## src/rtl/cntr_tmr_pkg.sv

```systemverilog
// cntr_tmr_pkg: shared state encoding and default widths for the TMR down-counter family.
// Revision: 1.0
`default_nettype none

package cntr_tmr_pkg;

  localparam logic [1:0] ST_IDLE = 2'd0;
  localparam logic [1:0] ST_RUN  = 2'd1;
  localparam logic [1:0] ST_DONE = 2'd2;

  localparam int N_DEF = 16;
  localparam int M_DEF = 8;

  typedef enum logic [1:0] {
    S_IDLE = ST_IDLE,
    S_RUN  = ST_RUN,
    S_DONE = ST_DONE
  } tmr_state_e;

endpackage

`default_nettype wire

```

## src/rtl/cntr_nbit_sat.sv

```systemverilog
// cntr_nbit_sat: M-bit saturating incrementer with synchronous clear and async active-low reset.
// Revision: 1.0
`default_nettype none

module cntr_nbit_sat
  import cntr_tmr_pkg::*;
#(
  parameter int M = M_DEF
) (
  input  logic         clk_i,
  input  logic         rst_n_i,
  input  logic         clr_i,
  input  logic         inc_i,
  output logic [M-1:0] cnt_o
);

  logic [M-1:0] cnt_q;
  logic [M-1:0] cnt_d;

  always_comb begin
    cnt_d = cnt_q;
    if (clr_i) begin
      cnt_d = '0;
    end else if (inc_i && (cnt_q != {M{1'b1}})) begin
      cnt_d = cnt_q + M'(1);
    end
  end

  always_ff @(posedge clk_i or negedge rst_n_i) begin
    if (!rst_n_i) begin
      cnt_q <= '0;
    end else begin
      cnt_q <= cnt_d;
    end
  end

  assign cnt_o = cnt_q;

endmodule

`default_nettype wire

```

## src/rtl/cntr_nbit_dwn_tmr.sv

```systemverilog
// cntr_nbit_dwn_tmr: loadable N-bit down-counter/timer, one-shot or auto-reload, with underflow flag.
// Revision: 1.0
`default_nettype none

module cntr_nbit_dwn_tmr
  import cntr_tmr_pkg::*;
#(
  parameter int N = N_DEF,
  parameter int M = M_DEF
) (
  input  logic         clk_i,
  input  logic         rst_n_i,
  input  logic         load_i,
  input  logic [N-1:0] load_val_i,
  input  logic         start_i,
  input  logic         stop_i,
  input  logic         dec_i,
  input  logic         reload_mode_i,
  output logic [N-1:0] cnt_o,
  output logic         undrflw_o,
  output logic         busy_o,
  output logic         done_o,
  output logic [M-1:0] undrflw_cnt_o
);

  tmr_state_e   state_q, state_d;
  logic [N-1:0] cnt_q, cnt_d;
  logic [N-1:0] reload_q, reload_d;
  logic         undrflw_q, undrflw_d;
  logic         evt_clr, evt_inc;

  always_comb begin
    state_d   = state_q;
    cnt_d     = cnt_q;
    reload_d  = reload_q;
    undrflw_d = 1'b0;
    evt_clr   = 1'b0;
    evt_inc   = 1'b0;

    if (load_i) begin
      reload_d = load_val_i;
      cnt_d    = load_val_i;
      evt_clr  = 1'b1;
      if (state_q != S_RUN) begin
        state_d = S_IDLE;
      end
    end else if (stop_i) begin
      // stop outranks start even where it has nothing to pause
      if (state_q == S_RUN) begin
        state_d = S_IDLE;
      end
    end else if (start_i && (state_q != S_RUN)) begin
      state_d = S_RUN;
      if (state_q == S_DONE) begin
        cnt_d = reload_q;
      end
    end else if ((state_q == S_RUN) && dec_i) begin
      if (cnt_q != '0) begin
        cnt_d = cnt_q - N'(1);
      end else begin
        undrflw_d = 1'b1;
        evt_inc   = 1'b1;
        if (reload_mode_i) begin
          cnt_d = reload_q;
        end else begin
          state_d = S_DONE;
        end
      end
    end
  end

  always_ff @(posedge clk_i or negedge rst_n_i) begin
    if (!rst_n_i) begin
      state_q   <= S_IDLE;
      cnt_q     <= '0;
      reload_q  <= '0;
      undrflw_q <= 1'b0;
    end else begin
      state_q   <= state_d;
      cnt_q     <= cnt_d;
      reload_q  <= reload_d;
      undrflw_q <= undrflw_d;
    end
  end

  cntr_nbit_sat #(
    .M (M)
  ) u_evt_cnt (
    .clk_i   (clk_i),
    .rst_n_i (rst_n_i),
    .clr_i   (evt_clr),
    .inc_i   (evt_inc),
    .cnt_o   (undrflw_cnt_o)
  );

  assign cnt_o     = cnt_q;
  assign undrflw_o = undrflw_q;
  assign busy_o    = (state_q == S_RUN);
  assign done_o    = (state_q == S_DONE);

endmodule

`default_nettype wire

```

## config.mk

```make
export PLATFORM = sky130hd
export DESIGN_NAME = cntr_nbit_dwn_tmr
export DESIGN_NICKNAME = d
export VERILOG_FILES = /design/src/rtl/cntr_tmr_pkg.sv /design/src/rtl/cntr_nbit_sat.sv /design/src/rtl/cntr_nbit_dwn_tmr.sv
export SDC_FILE = /design/constraint.sdc
export NUM_CORES = 1
export LEC_CHECK = 0
export BUFFER_PORTS_ARGS = -buffer_cell sky130_fd_sc_hd__buf_2
export CELL_PAD_IN_SITES_DETAIL_PLACEMENT = 2
export CELL_PAD_IN_SITES_GLOBAL_PLACEMENT = 2
export CORE_UTILIZATION = 35
export CTS_CLUSTER_SIZE = 30
export DETAILED_ROUTE_END_ITERATION = 8
export PLACE_DENSITY_LB_ADDON = 0.1
export SKIP_CTS_REPAIR_TIMING = 1
export SYNTH_ARGS = -nofsm -noshare
export SYNTH_HDL_FRONTEND = slang
export SYNTH_SLANG_ARGS = --single-unit
```

## constraint.sdc

```tcl
create_clock -name clk_i -period 2.9 [get_ports clk_i]
set_input_delay 0.58 -clock clk_i [delete_from_list [all_inputs] [get_ports clk_i]]
set_output_delay 0.58 -clock clk_i [all_outputs]
set_load 0.01 [all_outputs]
```

==> run metrics, run 1 <==
outcome=finished, final reports clean; CTS tree=yes; Seq cells post-synth=43; final hold violation count=0; R2R Setup Slk=between 0.5 and 0.6 ns; CP max FO=13; CP peak stage delay=roughly 0.46 ns; Hold Crit Class=in2async; RR Startpoint=cnt_o[1]; CP endpoint kind=register; Max transition margin=between 30% and 40%; CP arrival=~2.5 ns; final WL=8410 um; WP data required=3.06 ns; ys async rst share=100%; Syn. warnings=0; post-synth top area cell=dfrtp_1; Starting Density=a little under two fifths; crit path from=cnt_o[1]; htree depth=2; wire per inst=19.8 um; R2R depth=7; FILL cells=roughly 800; IO Port Bufs=49; DR pass1 iterations=4; hold slack=0.427 ns; Starting DRT DRC Count=~100; DRC=0; GRT overflow=0; fin crit share=roughly 82%; Max Used Layer=met4; layout cells sized above 1=25.9%; crit path launch type=register; largest net degree at the start of global routing=44; commonest non-fill, non-tap cells in the layout=buf_2 (49), dfrtp_1 (43), nand2_1 (22); Clock Skews=0.00995 ns; Setup CP Type=reg2reg; most common cell after layout, fill and taps aside=buf_2; library cells used by synthesis=slightly above 60; final number of setup-violating endpoints=0; RSZ-0062 raised after global routing=false; gpl congestion=slightly below 0.8; NumNets Final=353; vias=2431; Post-DRT Antenna Nets=0; RR Endpoint=cnt_o[12]; Multi-input gate area=~0.0014 mm2; Clock Pin Slew Worst Setup and Hold Paths=about 0.090 ns; Die Height=between 80 and 90 um; Setup TNS Final=0 ns; max_cap viols=0; num rows=30; post-synth top area share=41.7%; Static Leak=approximately 1.3 nW; DPL Wire Length=between 6000 and 7000 um; post-layout total power=between 1.5 and 2 mW; cell count after synthesis=274; CORE AREA=~0.007 mm2; fin. max-slew vios=0; total CTS buffers=5; Tightest Pin Transition=1.02 ns; min Tclk post-route=between 2 and 2.5 ns; die area=0.00772 mm2; Clk Latency, worst-skew pair=0.30 ns; Mean Syn Cell Area=9.42 um2; Max Freq=approximately 420 MHz; synth top area cells=dfrtp_1 (42%), nand2_1 (3.2%), o211ai_1 (3.2%); Detail Route met2 WL=~3900 um; first-pass GRT wire length=approximately 14000 um; cells along the critical path=inv_1, ha_1, nor4b_4, nand3_2, o211ai_2, a21boi_0, o211ai_1; # clock sinks=43; Root Buffer=clkbuf_8; synthesized area=between 0.002 and 0.003 mm2; initial antenna violation count=0; Horiz. Die Dim=87.9 um; GRT Total Usage=a little under a quarter; FF+latch area=between 0.001 and 0.0015 mm2; slowest CP cell=o211ai_2; vias per cell=5.73; Worst Setup EP=cnt_o[12]; peak supply drop=approximately 0.00022 V; CTS Buffer Depth=2; syn nets=300; DRT met1 WL=4180 um; vias in the first global route=~2600; post-route cell area=approximately 0.0031 mm2; Post-Place Cell Area=a little under 0.003 mm2; I/O pins=50; EDFF count, synth=0; PwrDens=roughly 560 mW/mm2; most common flop cell mapped by yosys=dfrtp_1; synthesis-to-layout area growth=18.7%; wire length on met3=284 um; sequential fraction of the synthesis area=41.7%; ant diodes=0
kinds of logic after synthesis:
logic type,after synthesis,synth area share (%)
compound gates,70,19.4
fa+ha+maj,3,1.45
mux,9,3.73
xor+xnor,12,4.07
flops,43,41.7
simple gates,111,25.5
buf+inv,26,4.17
worst min-delay path by stage:
stage / from / to / slack, ns / cells after the start
3_5_place_dp: reload_q[9] / reload_q[9] / 0.50 / 1
5_1_grt: rst_n_i / undrflw_o / 0.52 / 1
2_1_floorplan: rst_n_i / cnt_o[0] / 0.28 / 0
3_3_place_gp: reload_q[11] / reload_q[11] / 0.49 / 1
4_1_cts: rst_n_i / undrflw_o / 0.48 / 1
6_report: rst_n_i / undrflw_o / 0.43 / 1
state kept, by name (all words and copies together) (netlist names):
signal,count
cnt_o,16
u_evt_cnt.cnt_o,8
state_q,2
undrflw_o,1
reload_q,16
routing by layer:
layer  vias up  global-route usage, %
met5         -                      0
met4         0                   4.92
met3         6                   3.49
met2        49                   39.3
met1      1239                   32.8
li1       1137                      -
Yosys cell counts, types with 2 or more instances:
library cell / n
nand3b_1: 2
nor2_1: 20
a31oi_1: 3
o31ai_1: 3
xor2_1: 3
nor4_1: 8
and3_1: 2
a211oi_1: 2
xnor2_1: 9
o211ai_1: 11
nand2_1: 22
ha_1: 3
or3_1: 2
nor3b_1: 2
nor4_4: 2
a221o_1: 2
o21ai_0: 14
buf_2: 5
and4_1: 3
a211o_1: 2
or4_1: 2
mux2i_1: 4
a21oi_1: 10
mux2_2: 5
nor3_2: 2
dfrtp_1: 43
nor2b_1: 4
clkbuf_1: 7
inv_1: 13
and2_1: 4
nor3_1: 9
a22oi_1: 2
nand3_1: 13
o311ai_0: 2
nand4_1: 4
a21o_1: 3
a221oi_1: 3
power breakdown:
| part | leakage (nW) | total, mW | internal, mW | switching (mW) |
|---|---|---|---|---|
| clock network | 0.0515 | 0.429 | 0.218 | 0.211 |
| logic | 0.761 | 0.505 | 0.204 | 0.301 |
| registers | 0.537 | 0.778 | 0.667 | 0.111 |
| total | 1.35 | 1.71 | 1.09 | 0.623 |
area by class of cell:
cell class	instances	share of cell area, %
inverters	13	1.59
flip-flops and latches	43	35.1
repair buffers	59	10.5
clock buffers	8	3.27
well taps	96	3.92
multi-input cells	205	45.6
stage by stage:
stage               worst slack [ns]  cells  utilization (%)
global route                   0.271    424             44.1
CTS                            0.498    424             44.1
detailed placement             0.520    416             42.7
global placement               0.658    416             42.7
finish                         0.523    424             44.1
floorplan                      0.869    274                -
critical path: cells and delay by family, from the launching register on:
| kind | cells | cell delay (ns) |
|---|---|---|
| and+or+nand+nor | 2 | 0.70 |
| DFF | 1 | 0.45 |
| AOI/OAI and AO/OA | 3 | 0.82 |
| buffers and inverters | 1 | 0.11 |
| adders and majority gates | 1 | 0.15 |
Power figures use the tool's default switching activity.
==> inputs of run 2 (changes only) <==
CORE_UTILIZATION = 30   (was 35)
clock period = 2 ns   (was 2.9 ns; I/O delays follow)
==> run 2 against run 1 <==
The run now ends with negative setup slack left. Global-route usage shrank 1.2 points. Sequential power grew 41%. Die area grew 16%. Wire length grew 30%. Largest cell class unchanged. Largest power group is now combinational cells.
==> run metrics, run 2 (same netlist as run 1, synthesis figures left out) <==
RSZ-0062 raised after global routing=true; post-route cell area=about 0.0038 mm2; CORE AREA=roughly 0.0083 mm2; Multi-input gate area=around 0.0016 mm2; Root Buffer=clkbuf_8; die area=~0.009 mm2; PwrDens=793 mW/mm2; FF+latch area=~0.0011 mm2; I/O pins=50; DPL Wire Length=approximately 7000 um; commonest non-fill, non-tap cells in the layout=buf_4 (58), buf_2 (49), dfrtp_1 (39); cells along the critical path=inv_2, ha_4, nor4b_4, buf_4, buf_6, nand4_1, o22ai_4, buf_12, a31oi_1, a211o_1; fin crit share=106%; total CTS buffers=5; wire per inst=approximately 22 um; crit path from=cnt_o[0]; IO Port Bufs=49; RR Startpoint=cnt_o[0]; CTS tree=yes; Tightest Pin Transition=about 0.53 ns; FILL cells=roughly 910; slowest CP cell=dfrtp_1; peak supply drop=0.000314 V; fin. max-slew vios=0; num rows=33; pre-CTS WS=-0.112 ns; Setup CP Type=reg2reg; CP endpoint kind=register; vias per cell=5.55; Horiz. Die Dim=roughly 95 um; CP max FO=5; GRT Total Usage=22.5%; CTS Buffer Depth=2; Starting Density=between 30% and 40%; vias=roughly 2700; Worst path top cell family by delay=compound AO/OA/AOI/OAI gates; Max Freq=between 400 and 500 MHz; layout cells sized above 1=a little under half; Post-Place Cell Area=around 0.0033 mm2; Die Height=about 95 um; largest net degree at the start of global routing=29; gpl congestion=~0.83; first-pass GRT wire length=15200 um; post-layout total power=between 3 and 4 mW; initial antenna violation count=0; failing checks=negative setup slack; Static Leak=1.73 nW; DR pass1 iterations=4; max_cap viols=0; htree depth=2; Clk Latency, worst-skew pair=0.31 ns; DRC=0; most common cell after layout, fill and taps aside=buf_4; WP data required=about 2.2 ns; Final WS setup=-0.115 ns; GRT overflow=0; Clock Pin Slew Worst Setup and Hold Paths=roughly 0.10 ns; synthesis-to-layout area growth=47.5%; Setup TNS Final=-1.05 ns; Post-DRT Antenna Nets=0; final number of setup-violating endpoints=22; Max transition margin=between 60% and 70%; ant diodes=0; vias in the first global route=~2800; final WL=10900 um; min Tclk post-route=2.12 ns; outcome=finished, violations left; Hold Crit Class=in2async; # clock sinks=43; crit path launch type=register; CP arrival=around 2.3 ns; Clock Skews=around 0.013 ns; Buf/Inv on CP=4; final hold violation count=0; NumNets Final=411; Starting DRT DRC Count=around 170; CP peak stage delay=about 0.41 ns
[run 2: changes by cell type in the layout (fill, tap and decap cells not counted), sizes merged]
cell / delta
clkbuf: -1
bufinv: +1
buf: +57
[run 2: worst reg2reg max path, stage by stage, from the launching register on]
cell and delay [ns]:
dfrtp_1 0.41, inv_2 0.09, ha_4 0.14, nor4b_4 0.25, buf_4 0.17, buf_6 0.09
nand4_1 0.15, o22ai_4 0.24, buf_12 0.15, a31oi_1 0.04, a211o_1 0.27
[run 2: final timing paths]
check                               endpoint  slack, ns  cells past startpoint
worst max-delay path               cnt_o[14]      -0.12                     10
worst min-delay path             reload_q[2]       0.06                      1
worst max register to register     cnt_o[14]      -0.12                     10
worst min register to register  reload_q[13]       0.52                      1
max in group asynchronous           cnt_o[7]       1.40                      2
min in group clk_i               reload_q[2]       0.32                      3
[run 2: power by group]
part / internal (mW) / total, mW / leakage, nW / switching (mW)
Combinational: 0.557 / 1.22 / 1.15 / 0.660
Sequential: 0.972 / 1.10 / 0.533 / 0.131
Clock: 0.367 / 0.699 / 0.0513 / 0.332
[run 2: final cells by class]
cell class | count | area share, %
multi-input cells | 205 | 42.3
flip-flops and latches | 43 | 28.4
repair buffers | 117 | 21.9
well taps | 105 | 3.45
clock buffers | 6 | 1.91
inverters | 13 | 1.28
clock inverters | 1 | 0.789
[run 2: metal layers]
metal  vias up  track usage, %  wire length, um  share of wire [%]
li1       1244               -                -                  -
met3        18            3.30              193                1.8
met1      1408            30.1             4990                 46
met5         -               0                0                  0
met4         0            6.69              275                2.5
met2        51            37.3             5460                 50
[run 2: through the flow]
stage,hold WS [ns],util [%],std cells
3_3_place_gp,0.397,40.5,469
5_1_grt,0.0837,46.1,490
2_1_floorplan,0.104,-,274
3_5_place_dp,0.405,40.5,469
6_report,0.0562,46.1,490
4_1_cts,0.0748,41.7,476
==> inputs of run 3 (changes only) <==
GPL_TIMING_DRIVEN = 0   (was unset)
==> run 3 against run 2 <==
The run still ends with negative setup slack left. Non-clock buffer count shrank 26. Sequential power grew 4%. Register-to-register slack is essentially flat. Global-route usage shrank 1.1 points. Largest power group is now sequential cells.
==> run metrics, run 3 (same netlist as run 1, synthesis figures left out) <==
wire per inst=21.7 um; fin. max-slew vios=0; Non-Filler Instances=roughly 470; CP peak stage delay=around 0.46 ns; CORE AREA=about 0.0083 mm2; Setup TNS Final=-1.00 ns; cells along the critical path=inv_2, ha_1, nor4b_4, buf_4, and4_4, buf_6, nor2_4, buf_4, o32a_1, o211ai_1; total CTS buffers=5; CP arrival=around 2.3 ns; vias per cell=around 5.7; DRC=0; FILL cells=just over 900; Starting DRT DRC Count=91; I/O pins=50; Worst path top cell family by delay=buffers and inverters; post-layout total power=between 2 and 3 mW; Post-DRT Antenna Nets=0; first-pass GRT wire length=between 10000 and 15000 um; NumNets Final=385; layout cells sized above 1=approximately two fifths; outcome=finished, violations left; synthesis-to-layout area growth=38.6%; Clock Skews=0.00488 ns; largest net degree at the start of global routing=between 40 and 50; vias in the first global route=about 2600; CP max FO=6; CTS tree=yes; initial antenna violation count=0; Root Buffer=clkbuf_8; htree depth=2; ant diodes=0; slowest CP cell=dfrtp_2; failing checks=negative setup slack; WP data required=2.22 ns; Horiz. Die Dim=approximately 95 um; GRT Total Usage=approximately a fifth; Static Leak=around 1.6 nW; most frequent CP cell=buf_4; Starting Density=between 30% and 40%; gpl congestion=approximately 0.75; commonest non-fill, non-tap cells in the layout=buf_2 (53), dfrtp_1 (41), buf_4 (22); most common cell after layout, fill and taps aside=buf_2; final WL=roughly 10000 um; Max Freq=between 400 and 500 MHz; Hold Crit Class=in2async; peak supply drop=0.000332 V; Max transition margin=roughly a third; RSZ-0062 raised after global routing=true; crit path launch type=register; die area=around 0.0090 mm2; DPL Wire Length=approximately 6500 um; vias=2644; post-layout util=43.3%; num rows=33; Buf/Inv on CP=4; Placed Cells incl. Taps=around 430; CP endpoint kind=register; final number of setup-violating endpoints=20; DR pass1 iterations=4; max_cap viols=0; Tightest Pin Transition=between 1 and 1.5 ns; PwrDens=about 800 mW/mm2; Setup CP Type=reg2reg; CTS Buffer Depth=2; IO Port Bufs=49; Clk Latency, worst-skew pair=roughly 0.30 ns; # clock sinks=43; GRT overflow=0; Clock Pin Slew Worst Setup and Hold Paths=0.09 ns; Die Height=approximately 95 um; fin crit share=106%; min Tclk post-route=2.12 ns; final hold violation count=0; Final WS setup=-0.121 ns
==> run 3: layer usage <==
| layer | wire length [um] | up-vias | global-route usage [%] | part of all wire (%) |
|---|---|---|---|---|
| met3 | 321 | 9 | 3.06 | 3.2 |
| met2 | 4980 | 61 | 34.9 | 49 |
| met1 | 4670 | 1371 | 30.3 | 46 |
| li1 | - | 1203 | - | - |
| met5 | 0 | - | 0 | 0 |
| met4 | 125 | 0 | 3.41 | 1.2 |
==> run 3: final timing paths <==
path                            slack (ns)     startpoint          end  depth (start not counted)
worst max-delay path                 -0.12       cnt_o[0]    cnt_o[10]                         10
worst min-delay path                  0.25        rst_n_i   state_q[1]                          1
worst max register to register       -0.12       cnt_o[0]    cnt_o[10]                         10
worst min register to register        0.52    reload_q[9]  reload_q[9]                          1
max in group asynchronous             1.04        rst_n_i     cnt_o[0]                          1
min in group clk_i                    0.33  load_val_i[1]  reload_q[1]                          3
==> run 3: where the power goes <==
part	leakage, nW	switching [mW]	internal [mW]
Clock	0.0612	0.326	0.405
Combinational	0.979	0.574	0.420
Sequential	0.535	0.169	0.968
Total	1.57	1.07	1.79
==> run 3: area by class of cell <==
| cell class | instances | area (um2) | share of cell area [%] |
|---|---|---|---|
| Buffer | 13 | 78.8 | 2.20 |
| Clock buffer | 6 | 82.6 | 2.31 |
| Tap cell | 105 | 131 | 3.67 |
| Sequential cell | 43 | 1080 | 30.1 |
| Timing Repair Buffer | 78 | 483 | 13.5 |
| Multi-Input combinational cell | 205 | 1640 | 45.8 |
| Inverter | 13 | 48.8 | 1.36 |
| Clock inverter | 2 | 35.0 | 0.979 |
==> run 3: stage by stage <==
step	hold WS (ns)	setup WS [ns]	area, um2
final	0.252	-0.121	3580
after global routing	0.330	-0.238	3580
after CTS	0.320	-0.588	3080
after detailed placement	0.502	-0.554	2960
after global placement	0.496	-0.518	2960
after floorplan	0.104	0.00512	2580
==> run 3: worst reg2reg max path: stages (launching register included) <==
cell	delay [ns]
dfrtp_2	0.46
inv_2	0.09
ha_1	0.14
nor4b_4	0.26
buf_4	0.19
and4_4	0.22
buf_6	0.14
nor2_4	0.07
buf_4	0.17
o32a_1	0.14
o211ai_1	0.16
